===== config.mk =====
export PLATFORM = sky130hd
export DESIGN_NAME = ready_valid_transmitter
export DESIGN_NICKNAME = d
export VERILOG_FILES = /design/src/rtl/ready_valid_transmitter.sv
export SDC_FILE = /design/constraint.sdc
export NUM_CORES = 1
export LEC_CHECK = 0
export CORE_UTILIZATION = 48
export DETAILED_ROUTE_END_ITERATION = 6
export PLACE_DENSITY = 0.79
export RECOVER_POWER = 25
export SETUP_SLACK_MARGIN = 0.05
export SLEW_MARGIN = 15
export SYNTH_ARGS = -nofsm -noshare
export SYNTH_HDL_FRONTEND = slang
export SYNTH_SLANG_ARGS = --single-unit

===== constraint.sdc =====
create_clock -name clk -period 6.4 [get_ports clk]
set_input_delay 1.6 -clock clk [delete_from_list [all_inputs] [get_ports clk]]
set_output_delay 1.6 -clock clk [all_outputs]
set_load 0.05 [all_outputs]

===== src/rtl/ready_valid_transmitter.sv =====
// Two-entry ready/valid transmit buffer with burst beat tracking.
// A registered head word drives data_out; a second register absorbs one word of backpressure.

module ready_valid_transmitter #(
    parameter int DATA_W    = 64,
    parameter int BURST_LEN = 4
) (
    input  logic                         clk,
    input  logic                         reset,
    input  logic                         load_valid,
    output logic                         load_ready,
    input  logic [DATA_W-1:0]            load_data,
    output logic                         valid,
    input  logic                         ready,
    output logic [DATA_W-1:0]            data_out,
    output logic                         last,
    output logic                         en_data_Tx,
    output logic [$clog2(BURST_LEN)-1:0] beat_cnt,
    output logic                         busy
);

    localparam int CNT_W = $clog2(BURST_LEN);
    localparam logic [CNT_W-1:0] LAST_BEAT = CNT_W'(BURST_LEN - 1);

    typedef enum logic [1:0] {
        EMPTY = 2'd0,
        ONE   = 2'd1,
        FULL  = 2'd2
    } state_t;

    state_t             state_r;
    logic               load_ready_r;
    logic               valid_r;
    logic               busy_r;
    logic [CNT_W-1:0]   beat_r;
    logic [DATA_W-1:0]  head_r;
    logic [DATA_W-1:0]  tail_r;
    logic               push_s;
    logic               pop_s;

    function automatic logic [CNT_W-1:0] next_beat(input logic [CNT_W-1:0] cur);
        if (cur == LAST_BEAT) begin
            return {CNT_W{1'b0}};
        end else begin
            return cur + CNT_W'(1);
        end
    endfunction

    // Handshake qualifiers; load_ready_r is low in FULL, so offers there are ignored.
    always_comb begin
        push_s = load_valid && load_ready_r;
        pop_s  = valid_r && ready;
    end

    // Occupancy FSM with registered handshake/status outputs and the beat counter.
    always_ff @(posedge clk) begin
        if (!reset) begin
            state_r      <= EMPTY;
            load_ready_r <= 1'b1;
            valid_r      <= 1'b0;
            busy_r       <= 1'b0;
            beat_r       <= {CNT_W{1'b0}};
        end else begin
            if (pop_s) begin
                beat_r <= next_beat(beat_r);
            end
            case (state_r)
                EMPTY: begin
                    if (push_s) begin
                        state_r      <= ONE;
                        valid_r      <= 1'b1;
                        busy_r       <= 1'b1;
                        load_ready_r <= 1'b1;
                    end
                end
                ONE: begin
                    if (push_s && !pop_s) begin
                        state_r      <= FULL;
                        load_ready_r <= 1'b0;
                    end else if (pop_s && !push_s) begin
                        state_r <= EMPTY;
                        valid_r <= 1'b0;
                        busy_r  <= 1'b0;
                    end
                end
                FULL: begin
                    if (pop_s) begin
                        state_r      <= ONE;
                        load_ready_r <= 1'b1;
                    end
                end
                default: begin
                    state_r      <= EMPTY;
                    load_ready_r <= 1'b1;
                    valid_r      <= 1'b0;
                    busy_r       <= 1'b0;
                end
            endcase
        end
    end

    // Word storage: no reset needed, contents only matter while valid_r says so.
    always_ff @(posedge clk) begin
        case (state_r)
            EMPTY: begin
                if (push_s) begin
                    head_r <= load_data;
                end
            end
            ONE: begin
                if (push_s && pop_s) begin
                    head_r <= load_data;
                end else if (push_s) begin
                    tail_r <= load_data;
                end
            end
            FULL: begin
                if (pop_s) begin
                    head_r <= tail_r;
                end
            end
            default: begin
                head_r <= head_r;
            end
        endcase
    end

    assign load_ready = load_ready_r;
    assign valid      = valid_r;
    assign busy       = busy_r;
    assign data_out   = head_r;
    assign beat_cnt   = beat_r;
    assign en_data_Tx = pop_s;
    assign last       = valid_r && (beat_r == LAST_BEAT);

endmodule



# After elaboration in Yosys (flattened, before gate mapping)
# Index checks and enable logic that the tools add are counted.
# classes
n_addsub	1
n_eq_ne	10
mux	17
n_bitwise	2
reduce_logical	15
# ops
op	n
$mux 64	3
$pmux 64 s3	1
$ne 2x2->1 const B	6
$mux 2	5
$reduce_and 3->1	3
$reduce_and 4->1	2
$logic_and 1x1->1	6
$pmux 1 s3	2
$pmux 2 s3	1
$mux 1	5
$eq 2x2->1 const B	2
$ne 3x3->1 const B	1
$reduce_bool 3->1	1
$add 2x1->2 const B	1
$eq 2x1->1 const B	1
$logic_not 1->1	2
$logic_not 2->1	1
$not 1->1	2
# word_totals
ff_bits	134
word_cells	51

# Depth between registers and ports, before layout
# depth
word_depth	6
mapped_depth	6
mapped_depth_nobuf	6

# Worst setup path before layout
# No wires, ideal clock.
# synth_path
path_kind	input to register
start	input port load_valid
end	register tail_r[0] (enable)
arrival_time_ns	4.659
setup_slack_ns	1.254
path_stages	4
path_cell_list	and2_1 -> ha_1 -> nand2_1 -> nor2_1
# synth_between
elab_chain_len	4
# synth_rtl
item	line_no	rtl
start, declared	10	input logic load_valid,
$logic_and 1x1->1 *	51	push_s = load_valid && load_ready_r;
$logic_and 1x1->1	111	if (push_s && pop_s) begin
$not 1->1 (no line)	--	
$reduce_and 3->1 (no line) *	--	
end signal, assigned	114	tail_r <= load_data;
end, declared	37	logic [DATA_W-1:0] tail_r;
# Every way passes the cells marked *; elsewhere a longest branch is shown, timed or not.
# A chain may end at the register's enable or synchronous reset.

# Final worst setup path
# layout_path
start	input port ready
end	output port en_data_Tx
# layout_between
elab_chain_len	1
# layout_rtl
item	line_no	rtl
start, declared	14	input logic ready,
$logic_and 1x1->1	52	pop_s = valid_r && ready;
end, declared	17	output logic en_data_Tx,
# No other way between the ends.

==> flow_metrics.env <==
export IMPL_fp_dieH_um=106.3
export IMPL_syn_num_nets=320
export IMPL_syn_area_um2=5225
export IMPL_rrSetupSlack_ns=1.98
export IMPL_peakVddDrop_mv=0.2144
export IMPL_synth_enable_flop_cells=128
export IMPL_yosys_area_top_type="edfxtp_1"
export IMPL_final_nets=470
export IMPL_post_route_period_util_pct=77.04
export IMPL_status="finished with violations"
export IMPL_path_max_fanout=8
export IMPL_rsz0062_at_grt="no"
export IMPL_relSlewSlack_pct=-169.5
export IMPL_dp_slack_ns=1.478
export IMPL_initial_utilization_pct=50.16
export IMPL_synthArstFlopShare_pct=0
export IMPL_min_delay_worst_endpoint="beat_cnt[1]$_SDFFE_PN0P_"
export IMPL_cts_root_buf="clkbuf_8"
export IMPL_cts_made_buffers=17
export IMPL_maxCapViolCount=1
export IMPL_cts_max_path_buffers=2
export IMPL_layout_drive_gt1_share_pct=19.76
export IMPL_p_seq_share_pct=40.6
export IMPL_insertedDiodeCount=0
export IMPL_die_w_um=106.3
export IMPL_htreeDepth=4
export IMPL_die_area_um2=11310
export IMPL_grt_usage_pct=17.21
export IMPL_pwr_share_clk_pct=42.1
export IMPL_synth_area_leaders="edfxtp_1, mux2_4, mux2_2, dfxtp_1, buf_12"
export IMPL_worst_pin_slew_ns=4.043
export IMPL_cts_sinks=134
export IMPL_synth_commonest_cells="edfxtp_1, mux2_4, mux2_2, nand2_1, dfxtp_1"
export IMPL_wl_per_cell_um=16.74
export IMPL_synth_cell_type_count=27
export IMPL_dp_cells=514
export IMPL_dpl_hpwl_mm=5.858
export IMPL_r2r_worst_path_cells=3
export IMPL_grt_ovfl_total=0
export IMPL_min_from="beat_cnt[1]$_SDFFE_PN0P_"
export IMPL_grt_max_degree=66
export IMPL_yosysSeqAreaShare_pct=75.86
export IMPL_routed_via_density=4.949
export IMPL_drt_initial_drc_count=100
export IMPL_avgSynthCellArea_um2=21.15
export IMPL_grt_pass1_wl_mm=14.14
export IMPL_vias=2702
export IMPL_whs_path_depth=2
export IMPL_worstSetupEndpointType="output port"
export IMPL_layoutNonFillerInstCount=546
export IMPL_area_delta_synth_final_pct=39.68
export IMPL_clkTransAtPathRegs_ns=0.06
export IMPL_yosysMostFrequentCell="edfxtp_1"
export IMPL_cts_tree="yes"
export IMPL_arrival_ns=3.33
export IMPL_drc=0
export IMPL_holdBufCountCts=0
export IMPL_grt_pass1_vias=2743
export IMPL_gp_congestion=0.7616
export IMPL_synth_top_area_share_pct=73.56
export IMPL_reg2reg_to="data_out[60]$_DFFE_PP_"
export IMPL_ys_ff_latch=134
export IMPL_hold_violations=0
export IMPL_combPwrFrac_pct=17.3
export IMPL_ys_warn_count=0
export IMPL_synthCells=247
export IMPL_power_switching_w=0.0006807
export IMPL_setup_slack_ns=1.470
export IMPL_cellPowerDensity_nw_per_um2=370.4
export IMPL_rows=37
export IMPL_antenna_found_initial=0
export IMPL_p_int_w=0.002023
export IMPL_io_buffers=138
export IMPL_fin_crit_ns=4.930
export IMPL_finalSetupViolCount=0
export IMPL_core_area_um2=10420
export IMPL_drt_pass1_iterations=4
export IMPL_worst_ep_required_time_ns=4.80
export IMPL_cts_setup_buffers=0
export IMPL_ys_flop_type="edfxtp_1"
export IMPL_final_max_slew_viol_count=66
export IMPL_drt_total_wl_mm=9.140
export IMPL_r2r_start="state_r[1]$_SDFFE_PN0P_"
export IMPL_worst_setup_path_start_kind="input port"
export IMPL_cts_resized=0
export IMPL_path_class="input port to output port"
export IMPL_num_io_pins=139
export IMPL_violations="capacitance limit, slew limit"
export IMPL_min_path_type="flip-flop to flip-flop"
export IMPL_skew_ns=0.004495
export IMPL_swShare_pct=25.18
export IMPL_ant_nets=0
export IMPL_max_freq_ghz=0.2028
export IMPL_insertion_delay_ns=0.51
export IMPL_setup_tns_ns=0
export IMPL_leakage_nw=2.562
metrics by stage:
stage	hold slack, ns	total power, W	utilization [%]	instance area [um^2]
2_1_floorplan	0.5231	0.001428	-	5225
3_3_place_gp	0.4820	0.001593	64.07	6674
3_5_place_dp	0.4798	0.001601	64.07	6674
4_1_cts	0.4883	0.002744	70.75	7370
5_1_grt	0.5068	0.002785	70.07	7298
6_report	0.4828	0.002703	70.07	7298
cells by family (layout without fill, tap and decap cells):
logic type      count (synthesis)  in the layout  synth area share, %
buf+inv                        12            175                2.706
flops                         134            134                75.86
compound gates                 10             10                1.413
mux                            65             65                16.71
simple gates                   21             21                2.107
fa+ha+maj                       5              5                1.197
layer usage:
metal | vias to the layer above | part of all wire [%] | global-route usage (%)
met2 | 105 | 49 | 26.95
met5 | - | 0 | 0
li1 | 1261 | - | -
met1 | 1314 | 42 | 20.76
met4 | 0 | 1.9 | 7.738
met3 | 22 | 7.7 | 7.174
registers in the layout (all words and copies together), names as in the netlist:
| register | cells |
|---|---|
| data_out | 64 |
| tail_r | 64 |
| beat_cnt | 2 |
| state_r | 2 |
| busy | 1 |
| load_ready | 1 |
power groups by stage:
stage	logic [W]	registers (W)	clock network (W)
floorplan	0.000114	0.00131	0
finish	0.000468	0.00110	0.00114
global placement	0.000478	0.00112	0
global route	0.000489	0.00111	0.00119
CTS	0.000486	0.00110	0.00116
detailed placement	0.000484	0.00112	0
worst max-delay path, cell delays in order:
cell,delay (ns)
clkdlybuf4s50_1,0.48
nand2_1,0.12
inv_1,0.26
clkdlybuf4s50_1,0.87
area by class of cell:
cell class              instances  area (um^2)
clock buffers                  18        417.9
clock inverters                14        277.8
fillers                       717         3118
repair buffers                141         1400
well taps                     136        170.2
inverters                       2        7.507
multi-input cells             101         1061
flip-flops and latches        134         3964
cell usage in the layout, fill, tap and decap left out, types with 2 or more instances in the layout:
cell type,synthesis,layout
a21oi_1,3,3
and2_1,2,2
buf_4,3,2
bufinv_16,0,8
clkbuf_1,0,2
clkbuf_16,0,16
clkdlybuf4s50_1,0,74
clkinv_1,0,2
dfxtp_1,6,6
dlygate4sd3_1,0,64
edfxtp_1,128,128
ha_1,5,5
inv_1,2,2
mux2_1,0,18
mux2_2,26,26
mux2_4,38,20
nand2_1,8,8
nand3b_1,2,2
nor2_1,4,3
nor2b_1,2,2
o21a_1,2,2
how the worst max path moves through the flow:
stage	from	to	slack, ns
floorplan	load_valid	tail_r[0]$_DFFE_PP_	1.25
global placement	ready	en_data_Tx	1.53
detailed placement	ready	en_data_Tx	1.48
CTS	ready	en_data_Tx	1.47
global route	ready	en_data_Tx	1.36
finish	ready	en_data_Tx	1.47
Power figures use the tool's default switching activity.
